## src/rtl/sram_read_arbiter_if.sv

```systemverilog
// Signal bundle between the two SRAM read requesters, the SRAM pins and the arbiter.
// The slave modport is the arbiter's view; master is the requester/SRAM side.
interface sram_read_arbiter_if #(
   parameter int ADDR_W = 18,
   parameter int DATA_W = 16
);
   logic              REQ0;
   logic [ADDR_W-1:0] ADDR0;
   logic              GNT0;
   logic              RVALID0;
   logic [DATA_W-1:0] RDATA0;

   logic              REQ1;
   logic [ADDR_W-1:0] ADDR1;
   logic              GNT1;
   logic              RVALID1;
   logic [DATA_W-1:0] RDATA1;

   logic              BUSY;
   logic [ADDR_W-1:0] SRAM_A;
   logic [DATA_W-1:0] SRAM_D;
   logic              SRAM_WE;
   logic              SRAM_CE;
   logic              SRAM_OE;
   logic              SRAM_LB;
   logic              SRAM_UB;

   modport slave (
      input  REQ0, ADDR0, REQ1, ADDR1, SRAM_D,
      output GNT0, RVALID0, RDATA0, GNT1, RVALID1, RDATA1,
             BUSY, SRAM_A, SRAM_WE, SRAM_CE, SRAM_OE, SRAM_LB, SRAM_UB
   );

   modport master (
      output REQ0, ADDR0, REQ1, ADDR1, SRAM_D,
      input  GNT0, RVALID0, RDATA0, GNT1, RVALID1, RDATA1,
             BUSY, SRAM_A, SRAM_WE, SRAM_CE, SRAM_OE, SRAM_LB, SRAM_UB
   );
endinterface

```

## src/rtl/sram_read_arbiter.sv

```systemverilog
// Round-robin arbiter sharing one read-only SRAM port between two requesters.
// One read at a time: grant loads SRAM_A, data is captured READ_LAT edges later.
module sram_read_arbiter #(
   parameter int ADDR_W   = 18,
   parameter int DATA_W   = 16,
   parameter int READ_LAT = 2
) (
   input logic                CLK,
   input logic                RST_N,
   sram_read_arbiter_if.slave bus
);

   localparam int CNT_W = $clog2(READ_LAT + 1);

   generate
      if (READ_LAT < 1) begin : g_bad_read_lat
         $error("sram_read_arbiter: READ_LAT must be >= 1");
      end
   endgenerate

   typedef enum logic {ST_IDLE, ST_WAIT} state_t;

   state_t            state_q,  state_d;
   logic [CNT_W-1:0]  cnt_q,    cnt_d;
   logic [ADDR_W-1:0] sram_a_q, sram_a_d;
   logic              owner_q,  owner_d;
   logic              last_q,   last_d;
   logic              gnt0_q,   gnt0_d;
   logic              gnt1_q,   gnt1_d;
   logic              rvalid0_q, rvalid0_d;
   logic              rvalid1_q, rvalid1_d;
   logic [DATA_W-1:0] rdata0_q, rdata0_d;
   logic [DATA_W-1:0] rdata1_q, rdata1_d;
   logic              win;

   // Contention goes to the port that did not complete the previous read.
   assign win = (bus.REQ0 && bus.REQ1) ? ~last_q : bus.REQ1;

   always_comb begin
      // NOTE: every output of this block gets a default first, so no path can infer a latch.
      state_d   = state_q;
      cnt_d     = cnt_q;
      sram_a_d  = sram_a_q;
      owner_d   = owner_q;
      last_d    = last_q;
      gnt0_d    = 1'b0;
      gnt1_d    = 1'b0;
      rvalid0_d = 1'b0;
      rvalid1_d = 1'b0;
      rdata0_d  = rdata0_q;
      rdata1_d  = rdata1_q;

      case (state_q)
         ST_IDLE: begin
            if (bus.REQ0 || bus.REQ1) begin
               sram_a_d = win ? bus.ADDR1 : bus.ADDR0;
               gnt0_d   = ~win;
               gnt1_d   = win;
               owner_d  = win;
               cnt_d    = CNT_W'(READ_LAT - 1);
               state_d  = ST_WAIT;
            end
         end
         ST_WAIT: begin
            if (cnt_q == '0) begin
               if (owner_q) begin
                  rdata1_d  = bus.SRAM_D;
                  rvalid1_d = 1'b1;
               end else begin
                  rdata0_d  = bus.SRAM_D;
                  rvalid0_d = 1'b1;
               end
               last_d  = owner_q;
               state_d = ST_IDLE;
            end else begin
               cnt_d = cnt_q - CNT_W'(1);
            end
         end
         default: state_d = ST_IDLE;
      endcase
   end

   // NOTE: state registers use non-blocking assignments so every flop samples pre-edge values.
   always_ff @(posedge CLK or negedge RST_N) begin
      if (!RST_N) begin
         state_q   <= ST_IDLE;
         cnt_q     <= '0;
         sram_a_q  <= '0;
         owner_q   <= 1'b0;
         last_q    <= 1'b1;
         gnt0_q    <= 1'b0;
         gnt1_q    <= 1'b0;
         rvalid0_q <= 1'b0;
         rvalid1_q <= 1'b0;
         rdata0_q  <= '0;
         rdata1_q  <= '0;
      end else begin
         state_q   <= state_d;
         cnt_q     <= cnt_d;
         sram_a_q  <= sram_a_d;
         owner_q   <= owner_d;
         last_q    <= last_d;
         gnt0_q    <= gnt0_d;
         gnt1_q    <= gnt1_d;
         rvalid0_q <= rvalid0_d;
         rvalid1_q <= rvalid1_d;
         rdata0_q  <= rdata0_d;
         rdata1_q  <= rdata1_d;
      end
   end

   assign bus.GNT0    = gnt0_q;
   assign bus.GNT1    = gnt1_q;
   assign bus.RVALID0 = rvalid0_q;
   assign bus.RVALID1 = rvalid1_q;
   assign bus.RDATA0  = rdata0_q;
   assign bus.RDATA1  = rdata1_q;
   assign bus.BUSY    = (state_q != ST_IDLE);
   assign bus.SRAM_A  = sram_a_q;

   // Read-only, permanently selected device: pins are tied regardless of reset.
   assign bus.SRAM_WE = 1'b1;
   assign bus.SRAM_CE = 1'b0;
   assign bus.SRAM_OE = 1'b0;
   assign bus.SRAM_LB = 1'b0;
   assign bus.SRAM_UB = 1'b0;

endmodule
```

## src/flat_wrapper.sv

```systemverilog
// flat-port wrapper written by rule: the top's interface ports become plain ports
module sram_read_arbiter_flat 
#(
   parameter int ADDR_W   = 18,
   parameter int DATA_W   = 16,
   parameter int READ_LAT = 2
)
  (CLK, RST_N, bus_REQ0, bus_ADDR0, bus_REQ1, bus_ADDR1, bus_SRAM_D, bus_GNT0, bus_RVALID0, bus_RDATA0, bus_GNT1, bus_RVALID1, bus_RDATA1, bus_BUSY, bus_SRAM_A, bus_SRAM_WE, bus_SRAM_CE, bus_SRAM_OE, bus_SRAM_LB, bus_SRAM_UB);
  sram_read_arbiter_if #(.ADDR_W(ADDR_W), .DATA_W(DATA_W)) bus_i ();
  input logic CLK;
  input logic RST_N;
  input wire logic [$bits(bus_i.REQ0)-1:0] bus_REQ0;
  input wire logic [$bits(bus_i.ADDR0)-1:0] bus_ADDR0;
  input wire logic [$bits(bus_i.REQ1)-1:0] bus_REQ1;
  input wire logic [$bits(bus_i.ADDR1)-1:0] bus_ADDR1;
  input wire logic [$bits(bus_i.SRAM_D)-1:0] bus_SRAM_D;
  output wire logic [$bits(bus_i.GNT0)-1:0] bus_GNT0;
  output wire logic [$bits(bus_i.RVALID0)-1:0] bus_RVALID0;
  output wire logic [$bits(bus_i.RDATA0)-1:0] bus_RDATA0;
  output wire logic [$bits(bus_i.GNT1)-1:0] bus_GNT1;
  output wire logic [$bits(bus_i.RVALID1)-1:0] bus_RVALID1;
  output wire logic [$bits(bus_i.RDATA1)-1:0] bus_RDATA1;
  output wire logic [$bits(bus_i.BUSY)-1:0] bus_BUSY;
  output wire logic [$bits(bus_i.SRAM_A)-1:0] bus_SRAM_A;
  output wire logic [$bits(bus_i.SRAM_WE)-1:0] bus_SRAM_WE;
  output wire logic [$bits(bus_i.SRAM_CE)-1:0] bus_SRAM_CE;
  output wire logic [$bits(bus_i.SRAM_OE)-1:0] bus_SRAM_OE;
  output wire logic [$bits(bus_i.SRAM_LB)-1:0] bus_SRAM_LB;
  output wire logic [$bits(bus_i.SRAM_UB)-1:0] bus_SRAM_UB;
  assign bus_i.REQ0 = bus_REQ0;
  assign bus_i.ADDR0 = bus_ADDR0;
  assign bus_i.REQ1 = bus_REQ1;
  assign bus_i.ADDR1 = bus_ADDR1;
  assign bus_i.SRAM_D = bus_SRAM_D;
  assign bus_GNT0 = bus_i.GNT0;
  assign bus_RVALID0 = bus_i.RVALID0;
  assign bus_RDATA0 = bus_i.RDATA0;
  assign bus_GNT1 = bus_i.GNT1;
  assign bus_RVALID1 = bus_i.RVALID1;
  assign bus_RDATA1 = bus_i.RDATA1;
  assign bus_BUSY = bus_i.BUSY;
  assign bus_SRAM_A = bus_i.SRAM_A;
  assign bus_SRAM_WE = bus_i.SRAM_WE;
  assign bus_SRAM_CE = bus_i.SRAM_CE;
  assign bus_SRAM_OE = bus_i.SRAM_OE;
  assign bus_SRAM_LB = bus_i.SRAM_LB;
  assign bus_SRAM_UB = bus_i.SRAM_UB;
  sram_read_arbiter #(.ADDR_W(ADDR_W), .DATA_W(DATA_W), .READ_LAT(READ_LAT)) u_core (.CLK(CLK), .RST_N(RST_N), .bus(bus_i));
endmodule
```

## config.mk

```make
export PLATFORM = sky130hd
export DESIGN_NAME = sram_read_arbiter_flat
export DESIGN_NICKNAME = d
export VERILOG_FILES = /design/src/rtl/sram_read_arbiter_if.sv /design/src/rtl/sram_read_arbiter.sv /design/src/flat_wrapper.sv
export SDC_FILE = /design/constraint.sdc
export NUM_CORES = 1
export LEC_CHECK = 0
export ABC_AREA = 1
export CORE_MARGIN = 2
export CORE_UTILIZATION = 42
export DETAILED_ROUTE_END_ITERATION = 12
export DONT_BUFFER_PORTS = 1
export GPL_ROUTABILITY_DRIVEN = 0
export SLEW_MARGIN = 20
export SYNTH_ARGS = -nofsm -noshare
export SYNTH_HDL_FRONTEND = slang
export SYNTH_SLANG_ARGS = --single-unit
```

## constraint.sdc

```tcl
create_clock -name CLK -period 1.7 [get_ports CLK]
set_clock_uncertainty 0.2 [all_clocks]
set_input_delay 0.425 -clock CLK [delete_from_list [all_inputs] [get_ports CLK]]
set_output_delay 0.425 -clock CLK [all_outputs]
set_load 0.02 [all_outputs]
```

==> Yosys cells after proc, flatten, opt, wreduce, memory -nomap -nowiden <==
Index checks and enable logic that the tools add are counted.
{ "totals": {"ff_bits": 59, "wordCells": 44} }
{ "op_classes": {"addsub": 1, "muxes": 18, "bitwise": 4, "n_reduce_logical": 8, "n_eq_ne": 2} }
{ "op_table": {"columns": ["cell", "n"], "rows": [
  ["18-bit 2-to-1 mux", 1],
  ["1-bit 2-to-1 mux", 13],
  ["2-bit AND reduction", 3],
  ["3-bit AND reduction", 2],
  ["2-bit 2-to-1 mux", 2],
  ["1-bit inverter", 4],
  ["2-bit case mux with 2 select lines", 1],
  ["2-bit logical NOT", 1],
  ["2-bit by 1-bit != test with 1-bit output (second input constant)", 1],
  ["2-bit != test (second input constant)", 1],
  ["1-bit case mux with 2 select lines", 1],
  ["2-bit by 1-bit subtractor with 2-bit output (second input constant)", 1],
  ["1-bit logical AND", 1],
  ["1-bit logical OR", 1]
]} }

==> Logic depth before layout (Yosys ltp) <==
Gate-level depths: netlist (run 1).
{ "logic_depth": {"word_depth": 5, "ltp_mapped": 8, "mapped_depth_nobuf": 7} }

==> Least setup slack after synthesis (run 1) <==
No wires, ideal clock.
{ "synth_timing": {"kind": "register to register", "start": "register u_core.cnt_q[0]", "end": "register u_core.rdata0_q[12], in the netlist u_core.bus.RDATA0[12]", "setup_time_ns": 0.118, "t_arrival_ns": 1.082, "path_stages_with_launch": 9, "required_time_ns": 1.382, "n_path_buf": 1, "synth_period_minus_slack_ns": 1.401, "path_slack_ns": 0.299, "cell_sequence": "dfrtp_1 -> inv_1 -> ha_1 -> nand2_2 -> inv_2 -> nand2_4 -> buf_6 -> nand2_1 -> o21ai_2"} }
{ "synth_via": {"elab_chain_cells": 2} }
{ "synth_lines": {"columns": ["item", "line_no", "source"], "rows": [
  ["from (decl)", "sram_read_arbiter.sv:24", "logic [CNT_W-1:0] cnt_q, cnt_d;"],
  ["from (signal assigned)", "sram_read_arbiter.sv:99", "cnt_q <= cnt_d;"],
  ["2-bit logical NOT", "sram_read_arbiter.sv:65", "if (cnt_q == '0) begin"],
  ["3-bit AND reduction (no source line)", null, null],
  ["to (signal assigned)", "sram_read_arbiter.sv:107", "rdata0_q <= rdata0_d;"],
  ["to (decl)", "sram_read_arbiter.sv:32", "logic [DATA_W-1:0] rdata0_q, rdata0_d;"]
]} }
Every way passes these cells.
A chain may end at the register's enable or synchronous reset.

==> Worst setup path after layout (run 1) <==
{ "layout_timing": {"start": "register u_core.state_q, in the netlist u_core.bus.BUSY", "end": "output bus_BUSY"} }
{ "layout_rtl": {"columns": ["item", "line_no", "source"], "rows": [
  ["from (decl)", "sram_read_arbiter.sv:23", "state_t state_q, state_d;"],
  ["from (signal assigned)", "sram_read_arbiter.sv:98", "state_q <= state_d;"],
  ["to (decl)", "flat_wrapper.sv:23", "output wire logic [$bits(bus_i.BUSY)-1:0] bus_BUSY;"]
]} }
No word-level cell between the ends.

==> results of run 1 <==
final timing paths:
path,from,to,slack (ns),cells past startpoint
min in group CLK,bus_SRAM_D[1],u_core.bus.RDATA1[1]$_DFFE_PN0P_,0.08,2
setup / recovery,u_core.bus.BUSY$_DFF_PN0_,bus_BUSY,0.09,1
setup reg to reg,u_core.cnt_q[0]$_DFFE_PN0P_,u_core.bus.RDATA0[15]$_DFFE_PN0P_,0.11,7
hold / removal,RST_N,u_core.bus.RDATA1[4]$_DFFE_PN0P_,-0.41,0
max in group asynchronous,RST_N,u_core.last_q$_DFFE_PN1P_,1.53,0
hold reg to reg,u_core.last_q$_DFFE_PN1P_,u_core.last_q$_DFFE_PN1P_,0.28,2
logic make-up after synthesis:
| logic type | share of synthesized area (%) |
|---|---|
| DFF | 53.0 |
| buffers and inverters | 13.7 |
| and+or+nand+nor | 21.8 |
| adders and majority gates | 0.449 |
| other | 0.269 |
| AOI/OAI and AO/OA | 10.8 |
sequential cells by signal, indices dropped and copies added, names as in the netlist:
signal,count
u_core.bus.SRAM_A,18
u_core.bus.RDATA0,16
u_core.bus.RDATA1,16
u_core.cnt_q,2
u_core.bus.BUSY,1
u_core.bus.GNT0,1
u_core.bus.GNT1,1
u_core.bus.RVALID0,1
u_core.bus.RVALID1,1
u_core.last_q,1
u_core.owner_q,1
layer usage:
layer  vias to the layer above  wire (um)  global-route usage, %
met2                        90       2280                   23.2
li1                        958          -                      -
met5                         -          0                      0
met1                       849       2350                   19.0
met3                        12        489                   6.06
met4                         0        118                   7.94
repair_timing:
| item | CTS | global route |
|---|---|---|
| gates resized for setup | 0 | 0 |
| setup endpoints to repair | 0 | 0 |
| hold endpoints to repair | 60 | 59 |
layout make-up:
class | instances | area, um2 | area share [%]
sequential | 59 | 1480 | 48.9
multi-input combinational | 182 | 941 | 31.1
inverter | 59 | 221 | 7.33
clock buffer | 14 | 163 | 5.38
tap | 77 | 96.3 | 3.19
timing repair buffer | 8 | 87.6 | 2.90
clock inverter | 2 | 35.0 | 1.16
power groups by stage:
stage                     logic [mW]  clock network [mW]  registers [mW]
after global placement          1.66                   0            3.41
after detailed placement        1.73                   0            3.40
after floorplan                 1.53                   0            3.27
after global routing            1.96                1.37            3.47
final                           1.70                1.27            3.37
after CTS                       1.73                1.31            3.39
cell usage after synthesis (2+ instances only):
cell and number:
buf_2 5, buf_4 9, buf_6 6, conb_1 2, dfrtp_1 58, inv_1 58
nand2_1 95, nand2_2 3, nand2_4 2, nand3_1 37, nor2_1 2, o21ai_2 32
stage by stage:
stage               instances  utilization [%]  instance area (um2)  setup WS (ns)
floorplan                 320                -                 2800          0.299
finish                    401             47.3                 3020         0.0876
global route              401             47.3                 3020        0.00880
CTS                       401             47.3                 3020         0.0583
detailed placement        384             44.1                 2810          0.107
global placement          384             44.1                 2810          0.145
==> metrics.cfg, run 1 <==
[run_status]
status = complete, but fails checks
violations = hold timing

[cts]
cts_tree = done
clock_sinks = 59
clk_latency_ns = 0.32
root_buffer = clkbuf_8
clock_path_buffers = 2
htree_levels = 3
cts_setup_buffers = 0
cts_buffers = 9
postCtsHoldBufs = 1
clk_pin_slew_ns = 0.07

[worst_hold_path]
hold_class = in -> async

[grt]
grt_pass1_wl_um = 8720
grt.overflow.total = 0
antenna_found_initial = 0
grt_start_max_net_pins = 60
grt_pass1_vias = 1820
grtUsageTotal_pct = 15.3

[floorplanning]
core_area_mm2 = 0.00639
dieWidth_um = 85.5
initial_core_util_pct = 43.7
pin_count = 116
dieArea_mm2 = 0.00731
rows = 29
fp.dieH_um = 85.5

[setup_path]
cpLargestDelayFamily = flip-flops
cp_slowest_stage_delay_ns = 0.47
cp_cell_sequence = buf_4
critPathArrivalTime_ns = 0.99
crit_buf_inv = 1
critical_path_class = reg -> out
path_max_fanout = 5
cp-end-kind = primary output
start_kind = register
worstPathRequired_ns = 1.07
slowest_stage = dfrtp_1

[logic_synthesis]
syn_inst = 317
syn_area_per_cell_um2 = 8.80
yosysSeqAreaShare_pct = 53.0
synth_edf_count = 0
yosysTopAreaCell = dfrtp_1
synth_cell_types = 20
synth-seq-cells = 59
async_flop_share_pct = 100
netlist_top_cells_area = dfrtp_1 (52%), nand2_1 (13%), o21ai_2 (10%), inv_1 (7.8%), nand3_1 (6.6%)
synth_ff_type = dfrtp_1
synth_area_mm2 = 0.00279
synth_top_cell_area_share_pct = 52.0
yosys_warnings = 0

[timing]
slew_viol_final = 0
finalCriticalPeriod_ns = 1.61
maxClockFrequency_mhz = 620
finalHoldViolations = 59
setup_tns_ns = 0
finalCritPeriodShare_pct = 94.8
rsz0062_at_grt = false
holdWs_ns = -0.407
finalSetupViolCount = 0

[pwr]
swShare_pct = 44.0
p_comb_share_pct = 26.8
peakVddDrop_v = 0.00108
power_density_mw_per_mm2 = 2100
power.internal_mw = 3.55
pwr-share-seq_pct = 53.2
power_mw = 6.34
clock_power_share_pct = 20.0
p_leak_nw = 1.69
switching_power_mw = 2.79

[routing]
vias_per_cell = 4.76
drt-total-wl_um = 5240
drc_errors = 0
avgRoutedWirePerCell_um = 13.1
drt_iter0_markers = 45
vias = 1909
dr.pass1.iters = 3
detail-route-antenna-nets = 0

[final_layout]
layout_common_cells = nand2_1 (95), inv_1 (58), dfrtp_1 (58), nand3_1 (37), o21ai_2 (32)
nFillCells = 646
final_common_cell = nand2_1
n_antenna_cell = 0
final_nets = 376
drive_gt1_share_pct = 19.1
syn_to_final_growth_pct = 8.34

[placed_design]
port_buffers = 0
dp_hpwl_um = 3690

[job]
maxCapViolations = 0

Power figures use the tool's default switching activity.
==> run 2: changes to the inputs <==
- CORE_MARGIN: 2 -> 4
==> metrics.cfg, run 2 (same netlist as run 1, synthesis figures left out) <==
[run_status]
status = complete, but fails checks
violations = hold timing

[cts]
cts_setup_buffers = 0
cts_tree = done
clock_path_buffers = 2
clk_pin_slew_ns = 0.07
htree_levels = 3
clock_sinks = 59
cts_buffers = 9
postCtsHoldBufs = 1
root_buffer = clkbuf_8
clk_latency_ns = 0.32

[setup_path]
cp_cell_sequence = buf_4
crit_buf_inv = 1
worstPathRequired_ns = 1.07
r2r-start = u_core.cnt_q[0]$_DFFE_PN0P_
ff2ff_path_depth = 7
start_kind = register
r2r_slack_ns = 0.1
cp-end-kind = primary output
critical_path_class = reg -> out
path_max_fanout = 7
r2r_end = u_core.bus.RDATA1[10]$_DFFE_PN0P_
critPathArrivalTime_ns = 0.98
slowest_stage = dfrtp_2
cp_slowest_stage_delay_ns = 0.47
cpLargestDelayFamily = flip-flops

[final_layout]
final-seq-area_mm2 = 0.00148
nFillCells = 647
largest_register_ff_count = 18
layout_common_cells = nand2_1 (95), inv_1 (58), dfrtp_1 (57), nand3_1 (37), o21ai_2 (32)
final_nets = 374
syn_to_final_growth_pct = 6.82
multiInputGateArea_um2 = 941
stdcell_count = 399
final_common_cell = nand2_1
n_antenna_cell = 0
drive_gt1_share_pct = 19.6

[floorplanning]
pin_count = 116
dieArea_mm2 = 0.00801
dieWidth_um = 89.5
core_area_mm2 = 0.00639
fp.dieH_um = 89.5
rows = 29
initial_core_util_pct = 43.7

[routing]
drt-total-wl_um = 5480
drc_errors = 0
vias = 1917
detail-route-antenna-nets = 0
drt_iter0_markers = 34
dr.pass1.iters = 3
vias_per_cell = 4.80
avgRoutedWirePerCell_um = 13.7

[timing]
holdWs_ns = -0.415
slew_viol_final = 0
finalHoldViolations = 59
finalCriticalPeriod_ns = 1.60
finalCritPeriodShare_pct = 94.3
rsz0062_at_grt = true
finalSetupViolCount = 0
maxClockFrequency_mhz = 624

[pwr]
power_density_mw_per_mm2 = 2100
power_mw = 6.26
p_leak_nw = 1.67
peakVddDrop_v = 0.000903

[placed_design]
port_buffers = 0
dp.cells = 382
dp_hpwl_um = 3830

[grt]
grt_pass1_wl_um = 8800
grtUsageTotal_pct = 14.7
antenna_found_initial = 0
grt.overflow.total = 0
grt_start_max_net_pins = 60
grt_pass1_vias = 1905

[worst_hold_path]
hold_class = in -> async

[job]
maxCapViolations = 0

run 2: cell count changes in the layout (fill, tap and decap cells not counted), sizes merged:
cell / delta
clkbuf: -3
clkinv: +2
clkinvlp: +1
buf: -2
run 2: how the worst max path moves through the flow:
stage,start,to,slack [ns],cells after the start
after floorplan,u_core.cnt_q[0]$_DFFE_PN0P_,u_core.bus.RDATA0[12]$_DFFE_PN0P_,0.30,8
after global placement,u_core.cnt_q[0]$_DFFE_PN0P_,u_core.bus.RDATA1[5]$_DFFE_PN0P_,0.11,7
after detailed placement,u_core.cnt_q[0]$_DFFE_PN0P_,u_core.bus.RDATA1[14]$_DFFE_PN0P_,0.07,7
after CTS,u_core.bus.BUSY$_DFF_PN0_,bus_BUSY,0.002,1
after global routing,u_core.cnt_q[0]$_DFFE_PN0P_,u_core.bus.RDATA1[14]$_DFFE_PN0P_,-0.04,7
final,u_core.bus.BUSY$_DFF_PN0_,bus_BUSY,0.1,1
run 2: stage by stage:
step	area, um2	TNS (ns)	setup WS (ns)	utilization (%)
after floorplan	2800	0	0.299	-
after global placement	2770	0	0.106	43.4
after detailed placement	2770	0	0.0742	43.4
after CTS	2980	0	0.00189	46.6
after global routing	2980	-0.590	-0.0383	46.6
final	2980	0	0.0974	46.6
run 2: metal layers:
metal  share of wire, %  GRT usage, %  vias to the layer above
met5                  0             0                        -
met4               0.88          6.63                        0
met3                 12          8.02                        5
met2                 46          22.5                       94
met1                 42          16.8                      864
li1                   -             -                      954
run 2: timing repair:
| item | 4_1_cts | 5_1_grt |
|---|---|---|
| gates resized for setup | 0 | 1 |
| setup endpoints to repair | 0 | 33 |
| endpoints found under the hold margin | 60 | 59 |
run 2: area by class of cell:
type	instances	area share, %
multi-input combinational	182	31.6
clock inverter	5	1.76
sequential	59	49.6
tap	77	3.23
clock buffer	11	4.75
timing repair buffer	6	1.60
inverter	59	7.43
run 2: where the power goes:
group	internal, mW	total, mW	switching (mW)
registers	2.10	3.39	1.28
clock network	0.709	1.24	0.532
logic	0.645	1.63	0.984
